$ cat src/rtl/fighter_pkg.sv
// Shared fighter constants, geometry offsets, FSM states and the snapshot/box
// types used by the combat resolver and the debug overlay.
package fighter_pkg;

  localparam int MAX_HP         = 100;
  localparam int DMG            = 10;
  localparam int HITSTUN_FRAMES = 20;

  // Sprite width; the left-facing hitbox is the right-facing one mirrored about it.
  localparam int SPRITE_W  = 120;
  localparam int HIT_XOFF  = 85;
  localparam int HIT_W     = 40;
  localparam int HIT_YOFF  = -5;
  localparam int HIT_H     = 80;
  localparam int HURT_XOFF = 40;
  localparam int HURT_W    = 40;
  localparam int HURT_YOFF = 53;
  localparam int HURT_H    = 45;

  localparam int POS_W   = 10;
  localparam int COORD_W = 11;
  localparam int HP_W    = 8;
  localparam int HS_W    = 8;

  typedef enum logic [1:0] {
    S_IDLE  = 2'd0,
    S_EVAL  = 2'd1,
    S_APPLY = 2'd2,
    S_KO    = 2'd3
  } fsm_state_t;

  typedef struct packed {
    logic [POS_W-1:0] x;
    logic [POS_W-1:0] y;
    logic             facing;
    logic             dmg;
  } player_snap_t;

  // Edges are two's-complement COORD_W-bit values; consumers compare them signed.
  typedef struct packed {
    logic [COORD_W-1:0] x0;
    logic [COORD_W-1:0] x1;
    logic [COORD_W-1:0] y0;
    logic [COORD_W-1:0] y1;
  } box_t;

endpackage

$ cat src/rtl/hit_resolver_if.sv
// Frame-level signal bundle between the fighters' move/attack logic, the
// animation FSMs and the hit resolver.
interface hit_resolver_if;
  import fighter_pkg::*;

  logic             SCEN;
  logic [POS_W-1:0] p1_x, p1_y, p2_x, p2_y;
  logic             p1_facing, p2_facing;
  logic             p1_dmg, p2_dmg;
  logic [HP_W-1:0]  p1_hp, p2_hp;
  logic             p1_hitstun, p2_hitstun;
  logic             p1_hit, p2_hit;
  logic             p1_kb_right, p2_kb_right;
  logic             ko;
  logic             winner;

  modport slave (
    input  SCEN, p1_x, p1_y, p2_x, p2_y, p1_facing, p2_facing, p1_dmg, p2_dmg,
    output p1_hp, p2_hp, p1_hitstun, p2_hitstun, p1_hit, p2_hit,
           p1_kb_right, p2_kb_right, ko, winner
  );

  modport master (
    output SCEN, p1_x, p1_y, p2_x, p2_y, p1_facing, p2_facing, p1_dmg, p2_dmg,
    input  p1_hp, p2_hp, p1_hitstun, p2_hitstun, p1_hit, p2_hit,
           p1_kb_right, p2_kb_right, ko, winner
  );
endinterface

$ cat src/rtl/box_overlap.sv
// Combinational half-open AABB intersection test on signed 11-bit box edges.
module box_overlap
  import fighter_pkg::*;
(
  input  box_t a,
  input  box_t b,
  output logic hit
);
  logic signed [COORD_W-1:0] ax0, ax1, ay0, ay1, bx0, bx1, by0, by1;

  assign ax0 = $signed(a.x0);
  assign ax1 = $signed(a.x1);
  assign ay0 = $signed(a.y0);
  assign ay1 = $signed(a.y1);
  assign bx0 = $signed(b.x0);
  assign bx1 = $signed(b.x1);
  assign by0 = $signed(b.y0);
  assign by1 = $signed(b.y1);

  assign hit = (ax0 < bx1) && (bx0 < ax1) && (ay0 < by1) && (by0 < ay1);
endmodule

$ cat src/rtl/hit_resolver.sv
// Per-frame combat resolver: snapshots both fighters on SCEN, tests hitbox vs
// hurtbox both ways, then applies damage, hitstun, knockback and KO.
module hit_resolver #(
  parameter int MAX_HP         = fighter_pkg::MAX_HP,
  parameter int DMG            = fighter_pkg::DMG,
  parameter int HITSTUN_FRAMES = fighter_pkg::HITSTUN_FRAMES,
  parameter int HIT_XOFF       = fighter_pkg::HIT_XOFF,
  parameter int HIT_W          = fighter_pkg::HIT_W,
  parameter int HIT_YOFF       = fighter_pkg::HIT_YOFF,
  parameter int HIT_H          = fighter_pkg::HIT_H,
  parameter int HURT_XOFF      = fighter_pkg::HURT_XOFF,
  parameter int HURT_W         = fighter_pkg::HURT_W,
  parameter int HURT_YOFF      = fighter_pkg::HURT_YOFF,
  parameter int HURT_H         = fighter_pkg::HURT_H
) (
  input logic           clk,
  input logic           reset,
  hit_resolver_if.slave bus
);
  import fighter_pkg::*;

  localparam logic signed [COORD_W-1:0] HIT_DX_R = COORD_W'(HIT_XOFF);
  localparam logic signed [COORD_W-1:0] HIT_DX_L = COORD_W'(SPRITE_W - HIT_XOFF - HIT_W);
  localparam logic signed [COORD_W-1:0] HIT_DY   = COORD_W'(HIT_YOFF);
  localparam logic signed [COORD_W-1:0] HIT_WS   = COORD_W'(HIT_W);
  localparam logic signed [COORD_W-1:0] HIT_HS   = COORD_W'(HIT_H);
  localparam logic signed [COORD_W-1:0] HURT_DX  = COORD_W'(HURT_XOFF);
  localparam logic signed [COORD_W-1:0] HURT_DY  = COORD_W'(HURT_YOFF);
  localparam logic signed [COORD_W-1:0] HURT_WS  = COORD_W'(HURT_W);
  localparam logic signed [COORD_W-1:0] HURT_HS  = COORD_W'(HURT_H);

  function automatic box_t hitbox(input player_snap_t p);
    logic signed [COORD_W-1:0] xs, ys, x0, y0;
    box_t b;
    xs = $signed({1'b0, p.x});
    ys = $signed({1'b0, p.y});
    x0 = p.facing ? (xs + HIT_DX_R) : (xs + HIT_DX_L);
    y0 = ys + HIT_DY;
    b.x0 = x0;
    b.x1 = x0 + HIT_WS;
    b.y0 = y0;
    b.y1 = y0 + HIT_HS;
    return b;
  endfunction

  function automatic box_t hurtbox(input player_snap_t p);
    logic signed [COORD_W-1:0] x0, y0;
    box_t b;
    x0 = $signed({1'b0, p.x}) + HURT_DX;
    y0 = $signed({1'b0, p.y}) + HURT_DY;
    b.x0 = x0;
    b.x1 = x0 + HURT_WS;
    b.y0 = y0;
    b.y1 = y0 + HURT_HS;
    return b;
  endfunction

  function automatic logic [HP_W-1:0] sat_sub(input logic [HP_W-1:0] hp);
    return (hp > HP_W'(DMG)) ? (hp - HP_W'(DMG)) : '0;
  endfunction

  fsm_state_t      state_q, state_d;
  player_snap_t    snap1_q, snap1_d, snap2_q, snap2_d;
  logic            ov12_q, ov12_d, ov21_q, ov21_d;
  logic [HP_W-1:0] hp1_q, hp1_d, hp2_q, hp2_d;
  logic [HS_W-1:0] hs1_q, hs1_d, hs2_q, hs2_d;
  logic            done1_q, done1_d, done2_q, done2_d;
  logic            hit1_q, hit1_d, hit2_q, hit2_d;
  logic            kb1_q, kb1_d, kb2_q, kb2_d;
  logic            winner_q, winner_d;
  logic            ov12_w, ov21_w, land12, land21;
  box_t            hit1_box, hit2_box, hurt1_box, hurt2_box;

  assign hit1_box  = hitbox(snap1_q);
  assign hit2_box  = hitbox(snap2_q);
  assign hurt1_box = hurtbox(snap1_q);
  assign hurt2_box = hurtbox(snap2_q);

  box_overlap u_ov12 (.a(hit1_box), .b(hurt2_box), .hit(ov12_w));
  box_overlap u_ov21 (.a(hit2_box), .b(hurt1_box), .hit(ov21_w));

  // Validity uses pre-update hitstun so a trade lands both hits.
  assign land12 = snap1_q.dmg && ov12_q && !done1_q && (hs1_q == '0);
  assign land21 = snap2_q.dmg && ov21_q && !done2_q && (hs2_q == '0);

  always_comb begin
    state_d  = state_q;
    snap1_d  = snap1_q;
    snap2_d  = snap2_q;
    ov12_d   = ov12_q;
    ov21_d   = ov21_q;
    hp1_d    = hp1_q;
    hp2_d    = hp2_q;
    hs1_d    = hs1_q;
    hs2_d    = hs2_q;
    done1_d  = done1_q;
    done2_d  = done2_q;
    hit1_d   = 1'b0;
    hit2_d   = 1'b0;
    kb1_d    = kb1_q;
    kb2_d    = kb2_q;
    winner_d = winner_q;
    unique case (state_q)
      S_IDLE: begin
        if (bus.SCEN) begin
          snap1_d = '{x: bus.p1_x, y: bus.p1_y, facing: bus.p1_facing, dmg: bus.p1_dmg};
          snap2_d = '{x: bus.p2_x, y: bus.p2_y, facing: bus.p2_facing, dmg: bus.p2_dmg};
          state_d = S_EVAL;
        end
      end
      S_EVAL: begin
        ov12_d  = ov12_w;
        ov21_d  = ov21_w;
        state_d = S_APPLY;
      end
      S_APPLY: begin
        if (land12) begin
          hp2_d   = sat_sub(hp2_q);
          hs2_d   = HS_W'(HITSTUN_FRAMES);
          kb2_d   = snap1_q.facing;
          hit2_d  = 1'b1;
          done1_d = 1'b1;
        end else if (hs2_q != '0) begin
          hs2_d = hs2_q - HS_W'(1);
        end
        if (land21) begin
          hp1_d   = sat_sub(hp1_q);
          hs1_d   = HS_W'(HITSTUN_FRAMES);
          kb1_d   = snap2_q.facing;
          hit1_d  = 1'b1;
          done2_d = 1'b1;
        end else if (hs1_q != '0) begin
          hs1_d = hs1_q - HS_W'(1);
        end
        // Releasing the attack button re-arms the next hit.
        if (!snap1_q.dmg) done1_d = 1'b0;
        if (!snap2_q.dmg) done2_d = 1'b0;
        if ((hp1_d == '0) || (hp2_d == '0)) begin
          winner_d = (hp1_d == '0) && (hp2_d != '0);
          state_d  = S_KO;
        end else begin
          state_d = S_IDLE;
        end
      end
      S_KO: state_d = S_KO;
      default: state_d = S_IDLE;
    endcase
  end

  always_ff @(posedge clk or posedge reset) begin
    if (reset) begin
      state_q  <= S_IDLE;
      hp1_q    <= HP_W'(MAX_HP);
      hp2_q    <= HP_W'(MAX_HP);
      hs1_q    <= '0;
      hs2_q    <= '0;
      done1_q  <= 1'b0;
      done2_q  <= 1'b0;
      hit1_q   <= 1'b0;
      hit2_q   <= 1'b0;
      kb1_q    <= 1'b0;
      kb2_q    <= 1'b0;
      winner_q <= 1'b0;
    end else begin
      state_q  <= state_d;
      hp1_q    <= hp1_d;
      hp2_q    <= hp2_d;
      hs1_q    <= hs1_d;
      hs2_q    <= hs2_d;
      done1_q  <= done1_d;
      done2_q  <= done2_d;
      hit1_q   <= hit1_d;
      hit2_q   <= hit2_d;
      kb1_q    <= kb1_d;
      kb2_q    <= kb2_d;
      winner_q <= winner_d;
    end
  end

  // Snapshot and overlap results are only consumed in the frame that loads them.
  always_ff @(posedge clk) begin
    snap1_q <= snap1_d;
    snap2_q <= snap2_d;
    ov12_q  <= ov12_d;
    ov21_q  <= ov21_d;
  end

  assign bus.p1_hp       = hp1_q;
  assign bus.p2_hp       = hp2_q;
  assign bus.p1_hitstun  = (hs1_q != '0);
  assign bus.p2_hitstun  = (hs2_q != '0);
  assign bus.p1_hit      = hit1_q;
  assign bus.p2_hit      = hit2_q;
  assign bus.p1_kb_right = kb1_q;
  assign bus.p2_kb_right = kb2_q;
  assign bus.ko          = (state_q == S_KO);
  assign bus.winner      = winner_q;
endmodule

$ cat src/flat_wrapper.sv
// flat-port wrapper written by rule: the top's interface ports become plain ports
module hit_resolver_flat import fighter_pkg::*;
#(
  parameter int MAX_HP         = fighter_pkg::MAX_HP,
  parameter int DMG            = fighter_pkg::DMG,
  parameter int HITSTUN_FRAMES = fighter_pkg::HITSTUN_FRAMES,
  parameter int HIT_XOFF       = fighter_pkg::HIT_XOFF,
  parameter int HIT_W          = fighter_pkg::HIT_W,
  parameter int HIT_YOFF       = fighter_pkg::HIT_YOFF,
  parameter int HIT_H          = fighter_pkg::HIT_H,
  parameter int HURT_XOFF      = fighter_pkg::HURT_XOFF,
  parameter int HURT_W         = fighter_pkg::HURT_W,
  parameter int HURT_YOFF      = fighter_pkg::HURT_YOFF,
  parameter int HURT_H         = fighter_pkg::HURT_H
)
  (clk, reset, bus_SCEN, bus_p1_x, bus_p1_y, bus_p2_x, bus_p2_y, bus_p1_facing, bus_p2_facing, bus_p1_dmg, bus_p2_dmg, bus_p1_hp, bus_p2_hp, bus_p1_hitstun, bus_p2_hitstun, bus_p1_hit, bus_p2_hit, bus_p1_kb_right, bus_p2_kb_right, bus_ko, bus_winner);
  hit_resolver_if bus_i ();
  input logic clk;
  input logic reset;
  input wire logic [$bits(bus_i.SCEN)-1:0] bus_SCEN;
  input wire logic [$bits(bus_i.p1_x)-1:0] bus_p1_x;
  input wire logic [$bits(bus_i.p1_y)-1:0] bus_p1_y;
  input wire logic [$bits(bus_i.p2_x)-1:0] bus_p2_x;
  input wire logic [$bits(bus_i.p2_y)-1:0] bus_p2_y;
  input wire logic [$bits(bus_i.p1_facing)-1:0] bus_p1_facing;
  input wire logic [$bits(bus_i.p2_facing)-1:0] bus_p2_facing;
  input wire logic [$bits(bus_i.p1_dmg)-1:0] bus_p1_dmg;
  input wire logic [$bits(bus_i.p2_dmg)-1:0] bus_p2_dmg;
  output wire logic [$bits(bus_i.p1_hp)-1:0] bus_p1_hp;
  output wire logic [$bits(bus_i.p2_hp)-1:0] bus_p2_hp;
  output wire logic [$bits(bus_i.p1_hitstun)-1:0] bus_p1_hitstun;
  output wire logic [$bits(bus_i.p2_hitstun)-1:0] bus_p2_hitstun;
  output wire logic [$bits(bus_i.p1_hit)-1:0] bus_p1_hit;
  output wire logic [$bits(bus_i.p2_hit)-1:0] bus_p2_hit;
  output wire logic [$bits(bus_i.p1_kb_right)-1:0] bus_p1_kb_right;
  output wire logic [$bits(bus_i.p2_kb_right)-1:0] bus_p2_kb_right;
  output wire logic [$bits(bus_i.ko)-1:0] bus_ko;
  output wire logic [$bits(bus_i.winner)-1:0] bus_winner;
  assign bus_i.SCEN = bus_SCEN;
  assign bus_i.p1_x = bus_p1_x;
  assign bus_i.p1_y = bus_p1_y;
  assign bus_i.p2_x = bus_p2_x;
  assign bus_i.p2_y = bus_p2_y;
  assign bus_i.p1_facing = bus_p1_facing;
  assign bus_i.p2_facing = bus_p2_facing;
  assign bus_i.p1_dmg = bus_p1_dmg;
  assign bus_i.p2_dmg = bus_p2_dmg;
  assign bus_p1_hp = bus_i.p1_hp;
  assign bus_p2_hp = bus_i.p2_hp;
  assign bus_p1_hitstun = bus_i.p1_hitstun;
  assign bus_p2_hitstun = bus_i.p2_hitstun;
  assign bus_p1_hit = bus_i.p1_hit;
  assign bus_p2_hit = bus_i.p2_hit;
  assign bus_p1_kb_right = bus_i.p1_kb_right;
  assign bus_p2_kb_right = bus_i.p2_kb_right;
  assign bus_ko = bus_i.ko;
  assign bus_winner = bus_i.winner;
  hit_resolver #(.MAX_HP(MAX_HP), .DMG(DMG), .HITSTUN_FRAMES(HITSTUN_FRAMES), .HIT_XOFF(HIT_XOFF), .HIT_W(HIT_W), .HIT_YOFF(HIT_YOFF), .HIT_H(HIT_H), .HURT_XOFF(HURT_XOFF), .HURT_W(HURT_W), .HURT_YOFF(HURT_YOFF), .HURT_H(HURT_H)) u_core (.clk(clk), .reset(reset), .bus(bus_i));
endmodule
$ cat config.mk
export PLATFORM = sky130hd
export DESIGN_NAME = hit_resolver_flat
export DESIGN_NICKNAME = d
export VERILOG_FILES = /design/src/rtl/fighter_pkg.sv /design/src/rtl/hit_resolver_if.sv /design/src/rtl/box_overlap.sv /design/src/rtl/hit_resolver.sv /design/src/flat_wrapper.sv
export SDC_FILE = /design/constraint.sdc
export NUM_CORES = 1
export LEC_CHECK = 0
export ABC_CLOCK_PERIOD_IN_PS = 10800
export BUFFER_PORTS_ARGS = -buffer_cell sky130_fd_sc_hd__buf_2
export CAP_MARGIN = 30
export CORE_ASPECT_RATIO = 1.5
export CORE_UTILIZATION = 60
export DETAILED_ROUTE_END_ITERATION = 10
export GPL_ROUTABILITY_DRIVEN = 1
export GPL_TIMING_DRIVEN = 0
export PLACE_DENSITY_LB_ADDON = 0.08
export SLEW_MARGIN = 20
export SYNTH_ARGS = -nofsm -noshare
export SYNTH_HDL_FRONTEND = slang
export SYNTH_SLANG_ARGS = --single-unit
$ cat constraint.sdc
create_clock -name clk -period 10.8 [get_ports clk]
set_input_delay 0.54 -clock clk [delete_from_list [all_inputs] [get_ports clk]]
set_output_delay 0.54 -clock clk [all_outputs]
set_load 0.01 [all_outputs]
# After elaboration in Yosys (flattened, before gate mapping)
# Cells that the tools add are included.
# totals
output_inout_bits	24
inputBits	47
regBits	87
elab_cells	117
# classes
muxes	23
magnitude_cmp	10
n_reduce_logical	34
addsub	22
n_eq_ne	6
# op_table
operator	n
11-bit < comparator	8
8-bit two-way mux	10
11-bit by 7-bit adder with 11-bit output (second input constant)	6
10-bit by 6-bit adder with 11-bit output (second input constant)	4
11-bit by 4-bit adder with 11-bit output (second input constant)	4
8-bit logical NOT	4
8-bit nonzero test	3
10-bit by 7-bit adder with 11-bit output (second input constant)	2
11-bit by 8-bit adder with 11-bit output (second input constant)	2
11-bit two-way mux	2
8-bit by 4-bit > comparator with 1-bit output (second input constant)	2
2-bit AND reduction	8
8-bit by 1-bit subtractor with 8-bit output (second input constant)	2
8-bit by 4-bit subtractor with 8-bit output (second input constant)	2
1-bit logical AND	13
1-bit two-way mux	8
2-bit case mux with 4 select lines	1
2-bit != test (second input constant)	3
2-bit == test (second input constant)	2
2-bit two-way mux	2
2-bit nonzero test	2
2-bit by 1-bit == test with 1-bit output (second input constant)	1
1-bit logical NOT	2
2-bit logical NOT	1
1-bit logical OR	1

# Longest topological paths before layout
# depth
ltp_word	9
ltp_mapped	17
ltp_nobuf	16

# By module
# Synthesis repeated with hierarchy kept, for this count alone.
# hier_totals
cells_unflattened	972
area_unflattened_um2	8366.8
# modules_own_cells
module	area_per_inst_um2	seq_area_each_um2	instances	cells_per_inst
hit_resolver	6299.8	2414.8	1	680
box_overlap	1033.5	0.0	2	146

# Least setup slack after synthesis
# Ideal clock, no wire load.
# synth_path
path_kind	input-to-reg
from	input port bus_SCEN
to	register u_core.snap1_q[0] (netlist name), enable pin
required_time_ps	10288
cell_stages	1
arrival_time_ps	3809
n_path_buf	0
setup_ps	512
setup_slack_ps	6479
cell_sequence	nor3b_1
# synth_between
elab_chain_cells	1
# synth_lines
element	line_no	rtl
start: declaration	flat_wrapper.sv:20	input wire logic [$bits(bus_i.SCEN)-1:0] bus_SCEN;
2-bit AND reduction (no source line)	-	
end signal: assignment	hit_resolver.sv:182	snap1_q <= snap1_d;
end: declaration	hit_resolver.sv:63	player_snap_t snap1_q, snap1_d, snap2_q, snap2_d;
# Every way passes these cells.
# A chain may end at the register's enable or synchronous reset.

# Worst setup path after layout
# layout_path
from	register u_core.snap1_q[15] (netlist name)
to	register u_core.ov12_q (data pin)
# layout_between
elab_chain_cells	7
word_cells_on_any_way	9
cone_classes	add/sub: 3; order compare: 2; mux: 1; reduce/logical: 3
# layout_lines
element	line_no	rtl
11-bit by 4-bit adder with 11-bit output / 10-bit by 7-bit adder with 11-bit output (equally long branches)	hit_resolver.sv:37	x0 = p.facing ? (xs + HIT_DX_R) : (xs + HIT_DX_L);
11-bit two-way mux *	hit_resolver.sv:37	
11-bit by 7-bit adder with 11-bit output	hit_resolver.sv:40	b.x1 = x0 + HIT_WS;
11-bit < comparator	box_overlap.sv:20	assign hit = (ax0 < bx1) && (bx0 < ax1) && (ay0 < by1) && (by0 < ay1);
1-bit logical AND * (3 in series)	box_overlap.sv:20	
named net u_core.ov12_w	hit_resolver.sv:71	logic ov12_w, ov21_w, land12, land21;
end signal: assignment	hit_resolver.sv:184	ov12_q <= ov12_d;
end: declaration	hit_resolver.sv:64	logic ov12_q, ov12_d, ov21_q, ov21_d;
# The timed path passes the listed nets; every way through them passes the cells marked *.

==> impl_metrics.csv <==
group,metric,value,unit
logic_synthesis,postSynthAreaPerCell,9.06,µm²
hold_path,min_path_type,"primary input to async pin",
logic_synthesis,yosysWarnings,0,
global_route,antenna_found_initial,0,
logic_synthesis,syn_inst,873,
clock_tree,post_cts_resize_count,0,
die,start_util,0.614,
global_route,grt-ovfl-total,0,
logic_synthesis,synth_area_leader_cell,"ha_1",
clock_tree,clockBufferDepth,2,
critical_path,critPathCaptureType,"flop",
clock_tree,postCtsHoldBufs,0,
sta,slew_viol_final,0,
sta,finClkSkew,0.0139,ns
flow_run,drv_cap,0,
drt,ant_nets,0,
pwr,total_power,0.000727,W
logic_synthesis,syn_area,7910,µm²
sta,hold_viol,0,
logic_synthesis,synth_top_cell_area_share,0.176,
critical_path,cp_top_family,"compound AO/OA/AOI/OAI gates",
status,status,"finished, final reports clean",
sta,fmax,212,MHz
drt,drcViolationCount,0,
finish,antennaDiodeCount,0,
finish,fill_cells,1039,
drt,routed_via_density,5.80,
logic_synthesis,synth-main-ff-cell,"edfxtp_1",
finish,final_cell_mix,"ha_1, buf_2, xnor2_1",
place,dp_hpwl,13.9,mm
clock_tree,cts_tree,"done",
sta,grt_setup_unrepaired,"no",
clock_tree,htreeDepth,3,
drt,post_drt_wl_per_cell,15.4,µm
logic_synthesis,async_reset_ff_frac,0.471,
finish,areaGrowthSynthToFinish,11.3,%
clock_tree,cts_root_buffer,"clkbuf_16",
critical_path,path_cells,"inv_1 > ha_1 > o211ai_1 > nand3_1 > o21ai_0 > xor2_1 > a21oi_1 > xor2_1 > ha_1 > and3_1 > a2111oi_0 > a21oi_1 > a2111oi_0 > nor2_1 > a2111oi_0",
sta,max_slew_margin,0.508,
logic_synthesis,synth_area_leaders,"ha_1, edfxtp_1, dfrtp_1, xnor2_1, xor2_1",
die,die_x,95.8,µm
die,boundaryPins,71,
clock_tree,clkTransAtPathRegs,0.08,ns
sta,tns,0,ns
clock_tree,cts-buffers-inserted,9,
die,core_area,12900,µm²
finish,final_nets,1117,
clock_tree,clk_latency,0.35,ns
pwr,power_density,82.6,nW/µm²
drt,drtIter0Drc,262,
critical_path,crit_required,10.85,ns
clock_tree,post_cts_buffers,0,
drt,vias,6513,
sta,min_period_over_period,0.436,
die,dieArea,13700,µm²
finish,drive_gt1_frac,0.145,
die,die_h,143,µm
place,port_buffers,70,
sta,worst_pin_slew,0.720,ns
drt,drt_wl_total,17.3,mm
finish,mostFrequentLayoutCell,"ha_1",
critical_path,critPathBufInv,1,
critical_path,critPathMaxStageDelay,0.63,ns
logic_synthesis,ys_seq_area_frac,0.305,
sta,setup-violations-final,0,
clock_tree,cts_sinks,87,
critical_path,crit_type,"flop to flop",
drt,drt_pass1_iterations,5,
pwr,max-vdd-ir-drop,0.0668,mV
logic_synthesis,synth_edf_count,46,
global_route,grt_pass1_wl,28.3,mm
die,rows,51,
global_route,grt_max_degree,32,
logic_synthesis,syn-num-nets,1031,
critical_path,slowest_stage,"a2111oi_0",
logic_synthesis,yosysUniqueCellTypes,73,
global_route,grt_pass1_vias,6416,
sta,period_minus_slack,4.71,ns
critical_path,cp_common_cell,"a2111oi_0",
critical_path,critPathLaunchType,"flop",
logic_synthesis,ys_ff_latch,87,
pwr,p_leak,4.06,nW
critical_path,cp_max_fo,7,
global_route,grtUsageTotal,0.263,
place,place.gp.congestion,0.925,
critical_path,arrival,4.76,ns
==> cell families after synthesis <==
| kind of cell | count (synthesis) | share of synthesized area |
|---|---|---|
| AO/OA/AOI/OAI | 204 | 0.164 |
| flip-flops | 87 | 0.305 |
| AND/OR/NAND/NOR | 256 | 0.169 |
| buffers and inverters | 90 | 0.0465 |
| multiplexers | 5 | 0.00649 |
| XOR/XNOR | 120 | 0.133 |
| adder cells (fa/ha/maj) | 111 | 0.176 |
==> stage by stage <==
step | utilization | hold WS, ns | worst slack (ns) | cell area [µm²] | cells
2_1_floorplan | - | 0.469 | 6.48 | 7910 | 873
3_3_place_gp | 0.656 | 0.462 | 4.79 | 8460 | 1102
3_5_place_dp | 0.661 | 0.470 | 6.32 | 8510 | 1107
4_1_cts | 0.683 | 0.109 | 6.25 | 8800 | 1123
5_1_grt | 0.683 | 0.114 | 5.71 | 8800 | 1123
6_report | 0.683 | 0.105 | 6.09 | 8800 | 1123
==> worst paths after layout <==
path                       slack, ns  cells past startpoint                      to                   start
min reg2reg                     0.48                      2  u_core.bus.p2_kb_right  u_core.bus.p2_kb_right
max in group asynchronous      10.16                      3     u_core.bus.p2_hp[6]                   reset
min in group clk                0.36                      1       u_core.snap1_q[3]             bus_p1_y[1]
max reg2reg                     6.09                     15           u_core.ov12_q      u_core.snap1_q[15]
min                             0.11                      2     u_core.bus.p1_hp[3]                   reset
max                             6.09                     15           u_core.ov12_q      u_core.snap1_q[15]
==> state kept, by name, indices dropped and copies added (netlist names) <==
signal / cells
u_core.snap1_q: 22
u_core.snap2_q: 22
u_core.bus.p1_hp: 8
u_core.bus.p2_hp: 8
u_core.hs1_q: 8
u_core.hs2_q: 8
u_core.state_q: 2
u_core.bus.p1_hit: 1
u_core.bus.p1_kb_right: 1
u_core.bus.p2_hit: 1
u_core.bus.p2_kb_right: 1
u_core.bus.winner: 1
u_core.done1_q: 1
u_core.done2_q: 1
u_core.ov12_q: 1
u_core.ov21_q: 1
==> per-layer routing <==
metal | wire [µm] | up-vias | track usage
met5 | 0 | - | 0
met4 | 594 | 0 | 0.126
met3 | 501 | 45 | 0.0405
met2 | 9060 | 140 | 0.482
met1 | 7190 | 3048 | 0.287
li1 | - | 3280 | -
==> report_power, final <==
| group | internal [W] | leakage, nW | switching [W] |
|---|---|---|---|
| Sequential | 0.000355 | 0.949 | 0.00000724 |
| Combinational | 0.0000250 | 2.98 | 0.0000321 |
| Clock | 0.000161 | 0.135 | 0.000147 |
| Total | 0.000541 | 4.06 | 0.000186 |
==> cell usage after synthesis, drive strengths merged (12+ instances only) <==
master,n
nor2,55
a21oi,43
a21o,14
nand3,28
edfxtp,46
a31oi,20
xnor2,76
nor2b,14
nand2b,12
o31ai,12
inv,65
or3,14
nand2,72
buf,16
dfrtp,35
nor3,20
xor2,44
o21ai,61
ha,111
==> layout make-up <==
type / instances / area (µm²) / area share
clock buffer: 9 / 225 / 0.0256
inverter: 65 / 244 / 0.0277
buffer: 25 / 124 / 0.0141
timing repair buffer: 75 / 400 / 0.0455
sequential: 87 / 2410 / 0.274
clock inverter: 7 / 61.3 / 0.00697
tap: 159 / 199 / 0.0226
multi-input combinational: 696 / 5130 / 0.583
Note: power is estimated with default switching activity, not from simulation.
